[src/rtl/serial_assembler_pkg.sv]
// Shared types and helpers for the serial-to-parallel assembler slice.
package serial_assembler_pkg;

  localparam int DEFAULT_DATA_WIDTH = 8;

  typedef enum logic [1:0] {
    S_IDLE,
    S_SHIFT,
    S_PARITY
  } state_t;

  // Counter must represent 0..width inclusive.
  function automatic int count_width(input int width);
    return $clog2(width + 1);
  endfunction

endpackage

[src/rtl/parallel_hold_slot.sv]
// Single-entry valid/ready holding register with overrun detect.
// Latency: a load appears on the outputs on the loading edge's register update.
// Backpressure: a load while full and not draining is dropped and flags overrun.
module parallel_hold_slot #(
  parameter int WIDTH = 8
) (
  input  logic             Clk_In,
  input  logic             Reset_In,
  input  logic             load_vld,
  input  logic [WIDTH-1:0] load_dat,
  input  logic             out_rdy,
  input  logic             overrun_clr,
  output logic             out_vld,
  output logic [WIDTH-1:0] out_dat,
  output logic             overrun
);

  logic accept;
  logic drop;

  assign accept = out_vld & out_rdy;
  assign drop   = load_vld & out_vld & ~out_rdy;

  always_ff @(posedge Clk_In or posedge Reset_In) begin
    if (Reset_In) begin
      out_vld <= 1'b0;
      out_dat <= '0;
      overrun <= 1'b0;
    end else begin
      // A load coinciding with a drain refills the slot with no bubble.
      if (load_vld && !drop) begin
        out_dat <= load_dat;
        out_vld <= 1'b1;
      end else if (accept) begin
        out_vld <= 1'b0;
      end

      if (drop) begin
        overrun <= 1'b1;
      end else if (overrun_clr) begin
        overrun <= 1'b0;
      end
    end
  end

endmodule

[src/rtl/serial_to_parallel_byte_assembler.sv]
// Collects gated serial bits into DATA_WIDTH-bit words on a valid/ready output; PARITY_CHECK_EN adds an even-parity bit.
// Latency: word delivered on the edge sampling its last bit (parity bit when enabled).
// Backpressure: completion while the held word is unconsumed drops the new word and sets sticky Overrun_Out.
module serial_to_parallel_byte_assembler
  import serial_assembler_pkg::*;
#(
  parameter  int DATA_WIDTH = DEFAULT_DATA_WIDTH,
  parameter  int LSB_FIRST  = 1,
  localparam int CNT_W      = count_width(DATA_WIDTH)
) (
  input  logic                  Clk_In,
  input  logic                  Reset_In,
  input  logic                  Serial_Data_In,
  input  logic                  Serial_Valid_In,
  input  logic                  Frame_Start_In,
  output logic [DATA_WIDTH-1:0] Parallel_Data_Out,
  output logic                  Parallel_Valid_Out,
  input  logic                  Parallel_Ready_In,
  output logic                  Overrun_Out,
  input  logic                  Overrun_Clear_In,
  output logic [CNT_W-1:0]      Bit_Count_Out
`ifdef PARITY_CHECK_EN
  ,
  output logic                  Parity_Error_Out
`endif
);

`ifdef PARITY_CHECK_EN
  localparam int SLOT_W = DATA_WIDTH + 1;
`else
  localparam int SLOT_W = DATA_WIDTH;
`endif

  state_t                state, state_n, eff_state;
  logic [CNT_W-1:0]      cnt, cnt_n, eff_cnt, pos;
  logic [DATA_WIDTH-1:0] shreg, sh_n, base, word, load_word;
  logic                  load_vld;
  logic [SLOT_W-1:0]     slot_in, slot_out;
`ifdef PARITY_CHECK_EN
  logic                  perr_n;
`endif

  always_ff @(posedge Clk_In or posedge Reset_In) begin
    if (Reset_In) begin
      state <= S_IDLE;
      cnt   <= '0;
      shreg <= '0;
    end else begin
      state <= state_n;
      cnt   <= cnt_n;
      shreg <= sh_n;
    end
  end

  always_comb begin
    state_n   = state;
    cnt_n     = cnt;
    sh_n      = shreg;
    load_vld  = 1'b0;
    load_word = '0;
    word      = '0;
`ifdef PARITY_CHECK_EN
    perr_n    = 1'b0;
`endif
    // A frame start makes this edge behave as if the assembler were idle.
    eff_state = Frame_Start_In ? S_IDLE : state;
    eff_cnt   = Frame_Start_In ? '0 : cnt;
    base      = (eff_state == S_IDLE) ? '0 : shreg;
    pos       = (LSB_FIRST != 0) ? eff_cnt : (CNT_W'(DATA_WIDTH - 1) - eff_cnt);

    if (Frame_Start_In) begin
      state_n = S_IDLE;
      cnt_n   = '0;
      sh_n    = '0;
    end

    if (Serial_Valid_In) begin
      case (eff_state)
        S_IDLE, S_SHIFT: begin
          word = base | (DATA_WIDTH'(Serial_Data_In) << pos);
          if (eff_cnt == CNT_W'(DATA_WIDTH - 1)) begin
`ifdef PARITY_CHECK_EN
            state_n = S_PARITY;
            cnt_n   = CNT_W'(DATA_WIDTH);
            sh_n    = word;
`else
            load_vld  = 1'b1;
            load_word = word;
            state_n   = S_IDLE;
            cnt_n     = '0;
            sh_n      = '0;
`endif
          end else begin
            state_n = S_SHIFT;
            cnt_n   = eff_cnt + CNT_W'(1);
            sh_n    = word;
          end
        end
`ifdef PARITY_CHECK_EN
        S_PARITY: begin
          load_vld  = 1'b1;
          load_word = shreg;
          perr_n    = (^shreg) ^ Serial_Data_In;
          state_n   = S_IDLE;
          cnt_n     = '0;
          sh_n      = '0;
        end
`endif
        default: ;
      endcase
    end
  end

`ifdef PARITY_CHECK_EN
  assign slot_in = {perr_n, load_word};
  assign {Parity_Error_Out, Parallel_Data_Out} = slot_out;
`else
  assign slot_in           = load_word;
  assign Parallel_Data_Out = slot_out;
`endif

  assign Bit_Count_Out = cnt;

  parallel_hold_slot #(
    .WIDTH(SLOT_W)
  ) u_hold (
    .Clk_In      (Clk_In),
    .Reset_In    (Reset_In),
    .load_vld    (load_vld),
    .load_dat    (slot_in),
    .out_rdy     (Parallel_Ready_In),
    .overrun_clr (Overrun_Clear_In),
    .out_vld     (Parallel_Valid_Out),
    .out_dat     (slot_out),
    .overrun     (Overrun_Out)
  );

endmodule

[config.mk]
export PLATFORM = sky130hd
export DESIGN_NAME = serial_to_parallel_byte_assembler
export DESIGN_NICKNAME = d
export VERILOG_FILES = /design/src/rtl/serial_assembler_pkg.sv /design/src/rtl/parallel_hold_slot.sv /design/src/rtl/serial_to_parallel_byte_assembler.sv
export SDC_FILE = /design/constraint.sdc
export NUM_CORES = 1
export LEC_CHECK = 0
export ABC_AREA = 1
export BUFFER_PORTS_ARGS = -buffer_cell sky130_fd_sc_hd__buf_2
export CAP_MARGIN = 20
export CORE_MARGIN = 8
export CORE_UTILIZATION = 55
export CTS_CLUSTER_DIAMETER = 80
export CTS_CLUSTER_SIZE = 8
export DETAILED_ROUTE_END_ITERATION = 10
export PLACE_DENSITY_LB_ADDON = 0.25
export RECOVER_POWER = 50
export SYNTH_ARGS = -nofsm -noshare
export SYNTH_HDL_FRONTEND = slang
export SYNTH_HIERARCHICAL = 1
export SYNTH_SLANG_ARGS = --single-unit
[constraint.sdc]
create_clock -name Clk_In -period 1.6 [get_ports Clk_In]
set_input_delay 0.16 -clock Clk_In [delete_from_list [all_inputs] [get_ports Clk_In]]
set_output_delay 0.16 -clock Clk_In [all_outputs]
set_load 0.05 [all_outputs]
==> impl_metrics.yaml, run 1 <==
outcome:
  outcome: "completed"
power_and_ir_drop:
  p_sw_mw: 0.317
  p_seq_share_pct: 57.2
  intPower_mw: 0.809
  leakage_nw: 0.815
  p_per_area_nw_per_um2: 745
  p_comb_share_pct: 14.6
  switching_share_pct: 28.2
  ir_worst_vdd_uv: 440
  clkPwrFrac_pct: 28.1
yosys:
  yosys-top-cells-area: "dfrtp_1 (44%), nand2_1 (14%), nand3_2 (5.9%), inv_1 (5.5%), nor2_1 (4.7%)"
  ys_warn_count: 6
  synth_top_cell_area_share_pct: 44.1
  avgSynthCellArea_um2: 8.16
  synth_area_leader_cell: "dfrtp_1"
  ys_types: 26
  synth_seq_area_share_pct: 44.1
  synth.net_count: 174
  synthCells: 167
  synth_area_um2: 1360
  ys_seq_elements: 24
placed_design:
  place_congestion: 0.879
  hpwl_um: 2060
  placed_cell_area_um2: 1480
  io_buffers: 20
final_layout:
  final_common_cell: "nand2_1"
  nFillCells: 220
  fin_area_um2: 1510
  area_delta_synth_final_pct: 10.8
  antennaDiodeCount: 0
  final_layout_size_suffix_gt1_share_pct: 27.6
  layout_common_cells: "nand2_1 (53), dfrtp_1 (21), inv_1 (20)"
  nNetsFinal: 200
global_routing:
  grt_start_max_net_pins: 18
  grt_pass1_wl_um: 4530
  grt_usage_pct: 13.1
  antenna_found_initial: 0
  grt_overflow: 0
  grt_pass1_vias: 1047
sta:
  final_max_slew_viol_count: 0
  fin_crit_sh_pct: 86.9
  slew_headroom_pct: 60.1
  hold_slack_ns: 0.0291
  setup_viol: 0
  fmax_mhz: 719
  period_minus_slack_ns: 1.39
  rsz0062_at_grt: "no"
  hold_viol_final: 0
  fin_skew_ns: 0.00400
  fin_setup_tns_ns: 0
  worst_pin_slew_ns: 0.601
drt:
  drc: 0
  first_pass_iters: 4
  drt-total-wl_um: 2630
  viasPerCell: 4.82
  drt_iter0_markers: 45
  wl_per_cell_um: 11.8
  dr_total_vias: 1071
  drtAntennaViolNets: 0
run:
  maxCapViolations: 0
floorplanning:
  core_area_um2: 2410
  die_w_um: 65.8
  die_h_um: 65.8
  ios: 21
  dieArea_um2: 4330
  initial_core_util_pct: 56.5
  fp-row-count: 18
critical_path:
  arrival_ns: 1.64
  critPathLaunchType: "flip-flop"
  crit_path_end_kind: "flip-flop"
  crit_start: "Bit_Count_Out[0]$_DFF_PP0_"
  cp_max_fo: 5
  critPathRequiredTime_ns: 1.85
  reg2reg_from: "Bit_Count_Out[0]$_DFF_PP0_"
  setup.worst_path.class: "reg2reg"
worst_hold_path:
  hold_path_class: "in2reg"
  hold_start: "Overrun_Clear_In"
clocking:
  cts_tree: "yes"
  numCtsBuffers: 3
  clk_latency_ns: 0.31
  clkSlewWorstSetupHoldPaths_ns: 0.13
  root_buffer: "clkbuf_4"
  htree_levels: 1
  clockBufferDepth: 2
  cts_setup_buffers: 0
  clkSinkCount: 24
power by group through the flow:
stage	clock network [mW]	registers, mW	logic (mW)
after global placement	0	0.654	0.164
after CTS	0.332	0.644	0.169
after detailed placement	0	0.655	0.166
final	0.317	0.644	0.165
after floorplan	0	0.682	0.0984
after global routing	0.354	0.646	0.182
state kept, by name, summed over array words and instances (netlist names):
name and flops:
shreg 8, u_hold/out_dat 8, Bit_Count_Out 4, state 2, u_hold/out_vld 1, u_hold/overrun 1
worst max-delay path, stage by stage, from the launching register on:
cell     delay (ns)
dfrtp_2        0.44
nand2_2        0.12
nor3_4         0.22
nand2_2        0.08
inv_1          0.14
buf_4          0.17
inv_1          0.06
o22ai_2        0.10
cells in the mapped netlist:
library cell / number
a21boi_0: 1
a21boi_2: 1
a21oi_4: 1
buf_12: 1
buf_4: 1
buf_6: 1
clkbuf_8: 1
clkinv_1: 2
dfrtp_1: 24
inv_1: 20
inv_2: 3
inv_4: 1
nand2_1: 52
nand2_2: 6
nand2_4: 4
nand3_1: 12
nand3_2: 8
nand4_1: 1
nor2_1: 17
nor2_4: 1
nor3_4: 1
o21ai_0: 1
o21ai_1: 3
o21ai_2: 2
o22ai_2: 1
xnor2_1: 1
worst paths after layout:
path / end / slack, ns / cells after the start
worst max-delay path: u_hold/overrun$_DFFE_PP0P_ / 0.21 / 7
worst min-delay path: u_hold/overrun$_DFFE_PP0P_ / 0.03 / 2
worst max register to register: u_hold/overrun$_DFFE_PP0P_ / 0.21 / 7
worst min register to register: u_hold/out_dat[2]$_DFFE_PP0P_ / 0.49 / 2
max in group asynchronous: Bit_Count_Out[1]$_DFF_PP0_ / 0.82 / 3
min in group asynchronous: u_hold/overrun$_DFFE_PP0P_ / 0.34 / 3
layer usage:
layer	global-route usage, %	routed length, um	vias to the layer above
li1	-	-	562
met1	15.1	1180	487
met2	23.1	1270	18
met3	2.20	148	4
met4	5.99	36	0
met5	0	0	-
cells by family after synthesis:
group,Yosys count,synth area share [%]
AND/OR/NAND/NOR,102,37.8
buffers and inverters,30,11.2
flip-flops,24,44.1
AO/OA/AOI/OAI,10,6.24
XOR/XNOR,1,0.643
final cells by class:
type	instances	area (um2)	share of cell area, %
flip-flops and latches	24	604	40.0
multi-input cells	113	602	39.9
repair buffers	25	130	8.62
inverters	26	100	6.63
well taps	30	37.5	2.49
clock buffers	4	36.3	2.40
stage by stage:
stage	setup WS [ns]	util, %	power, mW	instances
2_1_floorplan	0.0257	-	0.781	167
3_3_place_gp	0.220	61.5	0.818	217
3_5_place_dp	0.150	61.5	0.821	217
4_1_cts	0.207	63.4	1.14	222
5_1_grt	0.0941	62.7	1.18	222
6_report	0.210	62.7	1.13	222
what timing repair did:
action | CTS | global route
hold buffers | 1 | 0
gates resized for setup | 0 | 0
endpoints found under the setup margin | 0 | 0
endpoints found under the hold margin | 24 | 0
No activity file was read; power rests on OpenSTA's default activity.
==> run 2: changes to the inputs <==
--- a/config.mk
+++ b/config.mk
@@ -14,7 +14,6 @@
 export CTS_CLUSTER_SIZE = 8
 export DETAILED_ROUTE_END_ITERATION = 10
 export PLACE_DENSITY_LB_ADDON = 0.25
-export RECOVER_POWER = 50
 export SYNTH_ARGS = -nofsm -noshare
 export SYNTH_HDL_FRONTEND = slang
 export SYNTH_HIERARCHICAL = 1
==> run 2 against run 1 <==
- cell count unchanged
- die area unchanged
- global-route usage did not move
- worst setup slack better by 0.0012 ns
- critical path type unchanged
- combinational power is essentially flat
- critical path depth is the same
- first-iteration DRC count shrank 2.2%
- sequential share of layout area is 0.46 points lower
- routed wire length about the same
- clock power hardly changed
- sequential power about the same
- register-to-register slack barely moved
==> impl_metrics.yaml, run 2 (synthesis results as in run 1) <==
placed_design:
  pre_cts_ws_ns: 0.150
  dp.cells: 217
  placed_cell_area_um2: 1480
  io_buffers: 20
  place_congestion: 0.879
  hpwl_um: 2060
final_layout:
  nFillCells: 213
  area_delta_synth_final_pct: 12.1
  antennaDiodeCount: 0
  nNetsFinal: 200
  instances_no_fill: 222
  layout_common_cells: "nand2_1 (52), dfrtp_1 (21), inv_1 (20), buf_2 (20), nor2_1 (17)"
  multi_input_area_um2: 609
  fin_area_um2: 1530
  utilization_pct: 63.4
  final_common_cell: "nand2_1"
  register_area_um2: 604
  final_layout_size_suffix_gt1_share_pct: 31.3
sta:
  hold_slack_ns: 0.0261
  layout_setup_ws_ns: 0.211
  rsz0062_at_grt: "no"
  fin_setup_tns_ns: 0
  hold_viol_final: 0
  fmax_mhz: 720
  fin_crit_sh_pct: 86.8
  slew_headroom_pct: 64.7
  setup_viol: 0
  final_max_slew_viol_count: 0
  worst_pin_slew_ns: 0.529
  period_minus_slack_ns: 1.39
  fin_skew_ns: 0.00714
clocking:
  root_buffer: "clkbuf_4"
  numCtsBuffers: 3
  clkSlewWorstSetupHoldPaths_ns: 0.13
  clockBufferDepth: 2
  htree_levels: 1
  clkSinkCount: 24
  cts_tree: "yes"
  clk_latency_ns: 0.31
critical_path:
  critPathLaunchType: "flip-flop"
  crit_path_end_kind: "flip-flop"
  arrival_ns: 1.64
  r2r_slack_ns: 0.21
  setup.worst_path.class: "reg2reg"
  critical_path.max_stage_delay_ns: 0.44
  critPathRequiredTime_ns: 1.85
  crit_chain: "nand2_2, nor3_4, nand2_2, inv_1, buf_4, inv_1, o22ai_2"
  r2r-end: "u_hold/overrun$_DFFE_PP0P_"
  cp_max_fo: 5
  cp_slowest_cell: "dfrtp_2"
  reg2reg_depth: 7
  reg2reg_from: "Bit_Count_Out[0]$_DFF_PP0_"
power_and_ir_drop:
  p_per_area_nw_per_um2: 739
  ir_worst_vdd_uv: 442
  leakage_nw: 0.850
  total_power_mw: 1.13
global_routing:
  grt_pass1_vias: 1047
  grt_overflow: 0
  antenna_found_initial: 0
  grt_pass1_wl_um: 4530
  grt_start_max_net_pins: 18
  grt_usage_pct: 13.1
floorplanning:
  ios: 21
  initial_core_util_pct: 56.5
  fp-row-count: 18
  dieArea_um2: 4330
  die_h_um: 65.8
  die_w_um: 65.8
  core_area_um2: 2410
worst_hold_path:
  hold_path_class: "in2reg"
  hold_start: "Overrun_Clear_In"
  min_path_cells: 2
  hold_end: "u_hold/overrun$_DFFE_PP0P_"
drt:
  drt_iter0_markers: 44
  first_pass_iters: 4
  drt-total-wl_um: 2630
  drc: 0
  dr_total_vias: 1070
  viasPerCell: 4.82
  wl_per_cell_um: 11.8
  drtAntennaViolNets: 0
run:
  maxCapViolations: 0
outcome:
  outcome: "completed"
==> run 2: changes by cell type in the layout (fill, tap and decap cells not counted) <==
cell	before	now
buf_2	14	20
clkbuf_1	6	0
buf_4	3	4
clkbuf_2	1	0
nand2_1	53	52
nand2_4	3	4
==> run 2: how the worst max path moves through the flow <==
stage / start / endpoint
2_1_floorplan: Bit_Count_Out[2]$_DFF_PP0_ / u_hold/out_dat[0]$_DFFE_PP0P_
3_3_place_gp: Frame_Start_In / u_hold/overrun$_DFFE_PP0P_
3_5_place_dp: Frame_Start_In / u_hold/overrun$_DFFE_PP0P_
4_1_cts: Bit_Count_Out[0]$_DFF_PP0_ / u_hold/overrun$_DFFE_PP0P_
5_1_grt: Bit_Count_Out[3]$_DFF_PP0_ / u_hold/overrun$_DFFE_PP0P_
6_report: Bit_Count_Out[0]$_DFF_PP0_ / u_hold/overrun$_DFFE_PP0P_
==> run 2: final cells by class <==
| type | count | area share, % |
|---|---|---|
| clock buffer | 4 | 2.38 |
| timing repair buffer | 25 | 9.17 |
| multi-input combinational | 113 | 39.9 |
| sequential | 24 | 39.6 |
| inverter | 26 | 6.55 |
| tap | 30 | 2.46 |
==> run 2: power by group <==
part | switching (mW) | internal [mW] | leakage, nW
clock | 0.178 | 0.139 | 0.0210
sequential | 0.0190 | 0.625 | 0.323
combinational | 0.121 | 0.0460 | 0.506
total | 0.319 | 0.810 | 0.850
==> run 2: worst max-delay path: cells and delay by family (launching register included) <==
family,cells,cell delay [ns]
compound gates,1,0.10
simple gates,3,0.42
buf+inv,3,0.37
flops,1,0.44
==> run 2: what timing repair did <==
| item | 4_1_cts | 5_1_grt |
|---|---|---|
| gates resized for setup | 0 | 0 |
| setup buffers | 0 | 0 |
| endpoints found under the hold margin | 24 | 0 |
| hold buffers | 1 | 0 |
==> run 2: metal layers <==
metal  up-vias  share of wire [%]  wire, um  GRT usage, %
met5         -                  0         0             0
met4         0                1.4        36          5.99
met3         4                5.5       144          2.20
met2        22                 49      1290          23.1
met1       483                 44      1160          15.1
li1        561                  -         -             -
